--- config.mk ---
export PLATFORM = sky130hd
export DESIGN_NAME = mqc_frame_builder
export DESIGN_NICKNAME = d
export VERILOG_FILES = /design/src/rtl/mqc_frame_builder.sv
export SDC_FILE = /design/constraint.sdc
export NUM_CORES = 1
export LEC_CHECK = 0
export ABC_AREA = 1
export CAP_MARGIN = 40
export CORE_AREA = 5 5 261 263
export CTS_CLUSTER_DIAMETER = 30
export DETAILED_ROUTE_END_ITERATION = 8
export DIE_AREA = 0 0 266 268
export DONT_BUFFER_PORTS = 1
export REMOVE_ABC_BUFFERS = 1
export SETUP_SLACK_MARGIN = 0.5
export SYNTH_ARGS = -nofsm -noshare
export SYNTH_HDL_FRONTEND = slang
export SYNTH_SLANG_ARGS = --single-unit
--- constraint.sdc ---
create_clock -name iclk -period 6 [get_ports iclk]
set_input_delay 1.2 -clock iclk [delete_from_list [all_inputs] [get_ports iclk]]
set_output_delay 1.2 -clock iclk [all_outputs]
set_load 0.05 [all_outputs]
--- src/rtl/mqc_frame_builder.sv ---
// +----------------------------------------------------------------------------+
// | mqc_frame_builder: assembles telemetry / IQ-capture frames into a buffer   |
// | Rev 1.0                                                                    |
// +----------------------------------------------------------------------------+
`default_nettype none

module mqc_frame_builder #(
  parameter int          pDAT_W   = 32,
  parameter int          pCH_NUM  = 17,
  parameter int          pSEG_LEN = 1024,
  parameter int          pCAP_LEN = 163800,
  parameter int          pIQ_W    = 12,
  parameter int          pADDR_W  = 18,
  parameter logic [15:0] pMAGIC   = 16'hAFA
) (
  input  logic                        iclk,
  input  logic                        ireset,
  input  logic                        istart,
  input  logic                        imode,
  input  logic                        iabort,
  input  logic                        isample,
  input  logic [pIQ_W-1:0]            idata_re,
  input  logic [pIQ_W-1:0]            idata_im,
  input  logic [pCH_NUM*pDAT_W-1:0]   ich_data,
  input  logic [pCH_NUM-1:0]          ich_mask,
  output logic                        owr_en,
  output logic [pADDR_W-1:0]          owr_addr,
  output logic [pDAT_W-1:0]           owr_data,
  output logic                        oframe_ready,
  output logic [pADDR_W-1:0]          oframe_len,
  input  logic                        iframe_ack,
  output logic                        obusy,
  output logic [7:0]                  oseq,
  output logic                        ooverrun
);

  localparam int                 c_half     = pDAT_W / 2;
  localparam int                 c_seg_w    = (pSEG_LEN > 1) ? $clog2(pSEG_LEN) : 1;
  localparam logic [c_seg_w-1:0] c_seg_last = c_seg_w'(pSEG_LEN - 1);
  localparam logic [pADDR_W-1:0] c_cap_last = pADDR_W'(pCAP_LEN - 1);

  typedef enum logic [2:0] {
    S_IDLE     = 3'd0,
    S_TLM_DATA = 3'd1,
    S_TLM_HDR  = 3'd2,
    S_CAP      = 3'd3,
    S_READY    = 3'd4
  } state_t;

  state_t               state_q, state_d;
  logic [pCH_NUM-1:0]   mask_q, mask_d;
  logic [7:0]           ch_q, ch_d;
  logic [c_seg_w-1:0]   seg_q, seg_d;
  logic [pADDR_W-1:0]   addr_q, addr_d;
  logic                 wr_en_q, wr_en_d;
  logic [pADDR_W-1:0]   wr_addr_q, wr_addr_d;
  logic [pDAT_W-1:0]    wr_data_q, wr_data_d;
  logic                 ready_q, ready_d;
  logic [pADDR_W-1:0]   len_q, len_d;
  logic [7:0]           seq_q, seq_d;
  logic                 ovr_q, ovr_d;

  logic [8:0]           w_first_ch;
  logic [8:0]           w_next_ch;
  logic [pDAT_W-1:0]    w_ch_word;
  logic [pDAT_W-1:0]    w_hdr_word;
  logic [pDAT_W-1:0]    w_iq_word;
  logic [c_half-1:0]    w_re_ext;
  logic [c_half-1:0]    w_im_ext;

  // Returns {found, index} of the lowest set mask bit at or above 'from'.
  function automatic logic [8:0] f_find_ch(input logic [pCH_NUM-1:0] mask, input int from);
    logic [8:0] res;
    res = '0;
    for (int k = pCH_NUM - 1; k >= 0; k--) begin
      if (mask[k] && (k >= from)) res = {1'b1, 8'(k)};
    end
    return res;
  endfunction

  always_comb begin
    w_first_ch = f_find_ch(ich_mask, 0);
    w_next_ch  = f_find_ch(mask_q, int'(ch_q) + 1);
    w_ch_word  = ich_data[int'(ch_q)*pDAT_W +: pDAT_W];

    w_hdr_word        = '0;
    w_hdr_word[31:24] = seq_q;
    w_hdr_word[23:16] = ch_q;
    w_hdr_word[15:0]  = pMAGIC;

    w_re_ext              = {c_half{idata_re[pIQ_W-1]}};
    w_re_ext[pIQ_W-1:0]   = idata_re;
    w_im_ext              = {c_half{idata_im[pIQ_W-1]}};
    w_im_ext[pIQ_W-1:0]   = idata_im;
    w_iq_word                     = '0;
    w_iq_word[2*c_half-1:c_half]  = w_re_ext;
    w_iq_word[c_half-1:0]         = w_im_ext;
  end

  always_comb begin
    state_d   = state_q;
    mask_d    = mask_q;
    ch_d      = ch_q;
    seg_d     = seg_q;
    addr_d    = addr_q;
    wr_en_d   = 1'b0;
    wr_addr_d = wr_addr_q;
    wr_data_d = wr_data_q;
    ready_d   = ready_q;
    len_d     = len_q;
    seq_d     = seq_q;
    ovr_d     = 1'b0;

    if (iabort) begin
      state_d = S_IDLE;
      ready_d = 1'b0;
      len_d   = '0;
    end else begin
      case (state_q)
        S_IDLE: begin
          if (istart) begin
            addr_d = '0;
            seg_d  = '0;
            if (imode) begin
              state_d = S_CAP;
            end else if (w_first_ch[8]) begin
              state_d = S_TLM_DATA;
              mask_d  = ich_mask;
              ch_d    = w_first_ch[7:0];
            end
          end
        end
        S_TLM_DATA: begin
          if (isample) begin
            wr_en_d   = 1'b1;
            wr_addr_d = addr_q;
            wr_data_d = w_ch_word;
            addr_d    = addr_q + 1'b1;
            if (seg_q == c_seg_last) begin
              seg_d   = '0;
              state_d = S_TLM_HDR;
            end else begin
              seg_d   = seg_q + 1'b1;
            end
          end
        end
        S_TLM_HDR: begin
          wr_en_d   = 1'b1;
          wr_addr_d = addr_q;
          wr_data_d = w_hdr_word;
          addr_d    = addr_q + 1'b1;
          if (w_next_ch[8]) begin
            ch_d    = w_next_ch[7:0];
            state_d = S_TLM_DATA;
          end else begin
            state_d = S_READY;
            ready_d = 1'b1;
            len_d   = addr_q + 1'b1;
          end
        end
        S_CAP: begin
          if (isample) begin
            wr_en_d   = 1'b1;
            wr_addr_d = addr_q;
            wr_data_d = w_iq_word;
            addr_d    = addr_q + 1'b1;
            if (addr_q == c_cap_last) begin
              state_d = S_READY;
              ready_d = 1'b1;
              len_d   = addr_q + 1'b1;
            end
          end
        end
        S_READY: begin
          // The buffer belongs to the reader here, so a strobe can only be flagged.
          ovr_d = isample;
          if (iframe_ack) begin
            state_d = S_IDLE;
            ready_d = 1'b0;
            len_d   = '0;
            seq_d   = seq_q + 1'b1;
          end
        end
        default: state_d = S_IDLE;
      endcase
    end
  end

  always_ff @(posedge iclk or posedge ireset) begin
    if (ireset) begin
      state_q   <= S_IDLE;
      mask_q    <= '0;
      ch_q      <= '0;
      seg_q     <= '0;
      addr_q    <= '0;
      wr_en_q   <= 1'b0;
      wr_addr_q <= '0;
      wr_data_q <= '0;
      ready_q   <= 1'b0;
      len_q     <= '0;
      seq_q     <= '0;
      ovr_q     <= 1'b0;
    end else begin
      state_q   <= state_d;
      mask_q    <= mask_d;
      ch_q      <= ch_d;
      seg_q     <= seg_d;
      addr_q    <= addr_d;
      wr_en_q   <= wr_en_d;
      wr_addr_q <= wr_addr_d;
      wr_data_q <= wr_data_d;
      ready_q   <= ready_d;
      len_q     <= len_d;
      seq_q     <= seq_d;
      ovr_q     <= ovr_d;
    end
  end

  assign owr_en       = wr_en_q;
  assign owr_addr     = wr_addr_q;
  assign owr_data     = wr_data_q;
  assign oframe_ready = ready_q;
  assign oframe_len   = len_q;
  assign obusy        = (state_q != S_IDLE);
  assign oseq         = seq_q;
  assign ooverrun     = ovr_q;

endmodule

`default_nettype wire

==> metrics.cfg <==
[outcome]
status=completed

[worst_setup_path]
cp_slowest_stage_delay_ps=710
crit_top_cell=o21ai_0
cp.required_ps=6360
cp_cell_sequence=inv_8, buf_4, o21ai_0, o22ai_1, o211ai_1, a31oi_1, o21ai_0, a2bb2oi_1
crit_family=compound AO/OA/AOI/OAI gates
cp-start-kind=flip-flop
crit_fanout=127
cp.buffers_inverters=2
worst-setup-path-type=flip-flop to flip-flop
worstPathArrival_ps=3820
cp-end-kind=flip-flop
cp_slowest_cell=buf_4

[global_routing]
grt_usage_pct=17.2
antenna_found_initial=24
grt_pass1_wl_um=90000
grt_overflow=0
grt_max_degree=158
grt_pass1_vias=12200

[clock_tree]
numCtsBuffers=17
cts.sinks=132
cts_max_level=4
insertion_delay_ps=450
cts_tree=built
cts_buffer_depth=2
cts_setup_buffers=0
root_buffer=clkbuf_16
path_clk_slew_ps=70
cts_hold_buf=0
cts_resized=0

[place]
place_area_mm2=0.0122
place_ws_ps=2610
globalplace.congestion=0.904
dp_hpwl_um=52600
port-buffer-count=0

[drt]
dr.pass1.iters=7
ant_nets=0
drt_wl_total_um=66100
drt_iter0_drc=1225
drc=0
via_per_inst=5.10
vias=13100
wire_per_inst_um=25.6

[finish]
nNetsFinal=2287
drive_gt1_share_pct=7.17
multi_input_area_mm2=0.00711
final_util_pct=19.6
ff_latch_area_mm2=0.00331
layout.filler_cells=7495
design_area_mm2=0.0128
area_delta_synth_final_pct=12.5

[floorplanning]
initial_utilization_pct=17.4
io_pins=672
die_h_um=268
rows=94
core_mm2=0.0654
die_w_um=266
die_area_mm2=0.0713

[timing]
hold_viol=0
final-max-slew-violation-count=0
rsz0062_at_grt=false
fin_ws_ps=2550
worst_pin_slew_ps=924
max_slew_margin_pct=38.1
timing.setup.tns_ps=0
finalClockSkew_ps=9.41
min_period_ps=3450
setup-violations-final=0
fmax_ghz=0.290
fin_crit_sh_pct=57.6

[power]
powerDensity_mw_per_mm2=575
finalPower_mw=7.38
p_sw_share_pct=59.7
switchingPower_mw=4.40
internal_power_mw=2.98
p_comb_share_pct=56.8
p_clk_share_pct=14.4
power.leakage_nw=5.00
peakVddDrop_v=0.000320
p_seq_share_pct=28.9

[logic_synthesis]
synth_cell_type_count=46
ys_seq_elements=132
synthesis.area_mm2=0.0114
netlist_instances=1780
yosysWarnings=0
yosysSeqAreaShare_pct=29.0
syn_avg_cell_area_um2=6.40

[worst_hold_path]
hold_path_class=flip-flop to flip-flop

[flow_run]
drv_cap=0

[cell families after synthesis]
family,after synthesis,synth area share (%)
buffers and inverters,251,8.88
AOI/OAI and AO/OA,625,32.3
adders and majority gates,7,0.769
muxes,2,0.198
DFF,132,29.0
and+or+nand+nor,741,27.2
xor gates and xnor gates,22,1.69
[power by group through the flow]
stage | clock network [mW] | logic [mW] | registers [mW]
after floorplan | 0 | 2.63 | 2.17
after global placement | 0 | 4.15 | 2.16
after detailed placement | 0 | 4.18 | 2.16
after CTS | 1.09 | 4.20 | 2.15
after global routing | 1.13 | 4.67 | 2.17
final | 1.06 | 4.19 | 2.13
[cell usage after synthesis (all sizes together)]
master | n | area share, %
nand3 | 61 | 3.1
ha | 7 | 0.77
o32ai | 1 | 0.077
a21o | 1 | 0.066
o22ai | 98 | 5.4
nand4 | 17 | 0.93
xnor2 | 3 | 0.23
o311ai | 1 | 0.077
or2 | 4 | 0.22
o221ai | 44 | 3.4
o211ai | 24 | 1.6
clkinv | 2 | 0.11
o21a | 1 | 0.066
o22a | 8 | 0.61
a2bb2oi | 22 | 1.7
dfrtp | 132 | 29
a41oi | 1 | 0.077
nand2 | 303 | 11
a221oi | 6 | 0.46
o211a | 1 | 0.088
nor2 | 337 | 11
buf | 32 | 1.6
nor3 | 16 | 0.83
xor2 | 19 | 1.5
inv | 113 | 3.7
o21ai | 347 | 15
a31oi | 27 | 1.5
clkbuf | 104 | 3.4
a21oi | 43 | 2.0
mux2 | 2 | 0.20
nor4 | 3 | 0.16
[placed cells by master (no fill, tap or decap), drive strengths merged, types with 7 or more instances in the layout]
cell type | Yosys | routed
o22a | 8 | 8
nor2 | 337 | 337
o221ai | 44 | 44
nand4 | 17 | 17
dfrtp | 132 | 132
a31oi | 27 | 27
o21ai | 347 | 347
o22ai | 98 | 98
a21oi | 43 | 43
o211ai | 24 | 24
clkbuf | 104 | 17
a2bb2oi | 22 | 22
nor3 | 16 | 16
buf | 32 | 25
inv | 113 | 123
xor2 | 19 | 19
nand3 | 61 | 61
nand2 | 303 | 303
ha | 7 | 7
diode | 0 | 12
[final cells by class]
class / instances / area share [%]
antenna: 12 / 0.234
multi-input combinational: 1397 / 55.4
clock buffer: 17 / 3.32
tap: 864 / 8.43
timing repair buffer: 25 / 2.03
sequential: 132 / 25.8
inverter: 115 / 3.52
clock inverter: 15 / 1.21
[registers in the layout, indices dropped and copies added, names as in the netlist]
| name | flops |
|---|---|
| oframe_len | 18 |
| ooverrun | 1 |
| seg_q | 10 |
| oframe_ready | 1 |
| mask_q | 17 |
| owr_data | 32 |
| addr_q | 18 |
| state_q | 3 |
| ch_q | 5 |
| oseq | 8 |
| owr_en | 1 |
| owr_addr | 18 |
[routing by layer]
layer  global-route usage [%]  wire [um]
met1                     22.8      27900
met2                     28.6      31100
met3                     3.70       5410
met4                     4.66       1640
met5                        0         20
[worst min-delay path, delay by kind of cell, from the launching register on]
kind | cells | cell delay (ps)
flops | 1 | 350
compound gates | 1 | 60
simple gates | 1 | 50
[metrics by stage]
step           hold slack [ps]  instances
2_1_floorplan              450       1644
3_3_place_gp               467       2529
3_5_place_dp               477       2533
4_1_cts                    494       2565
5_1_grt                    517       2573
6_report                   490       2577
[path summary, 6_finish.rpt]
path                       startpoint             to  slack, ps  depth (start not counted)
max in group asynchronous      ireset        ch_q[1]       4100                          3
setup / recovery              ch_q[0]   owr_data[25]       2550                          8
hold reg to reg            mask_q[15]     mask_q[15]        490                          2
hold / removal             mask_q[15]     mask_q[15]        490                          2
min in group asynchronous      ireset  oframe_len[1]        580                          1
setup reg to reg              ch_q[0]   owr_data[25]       2550                          8
(Power assumes the default switching activity.)
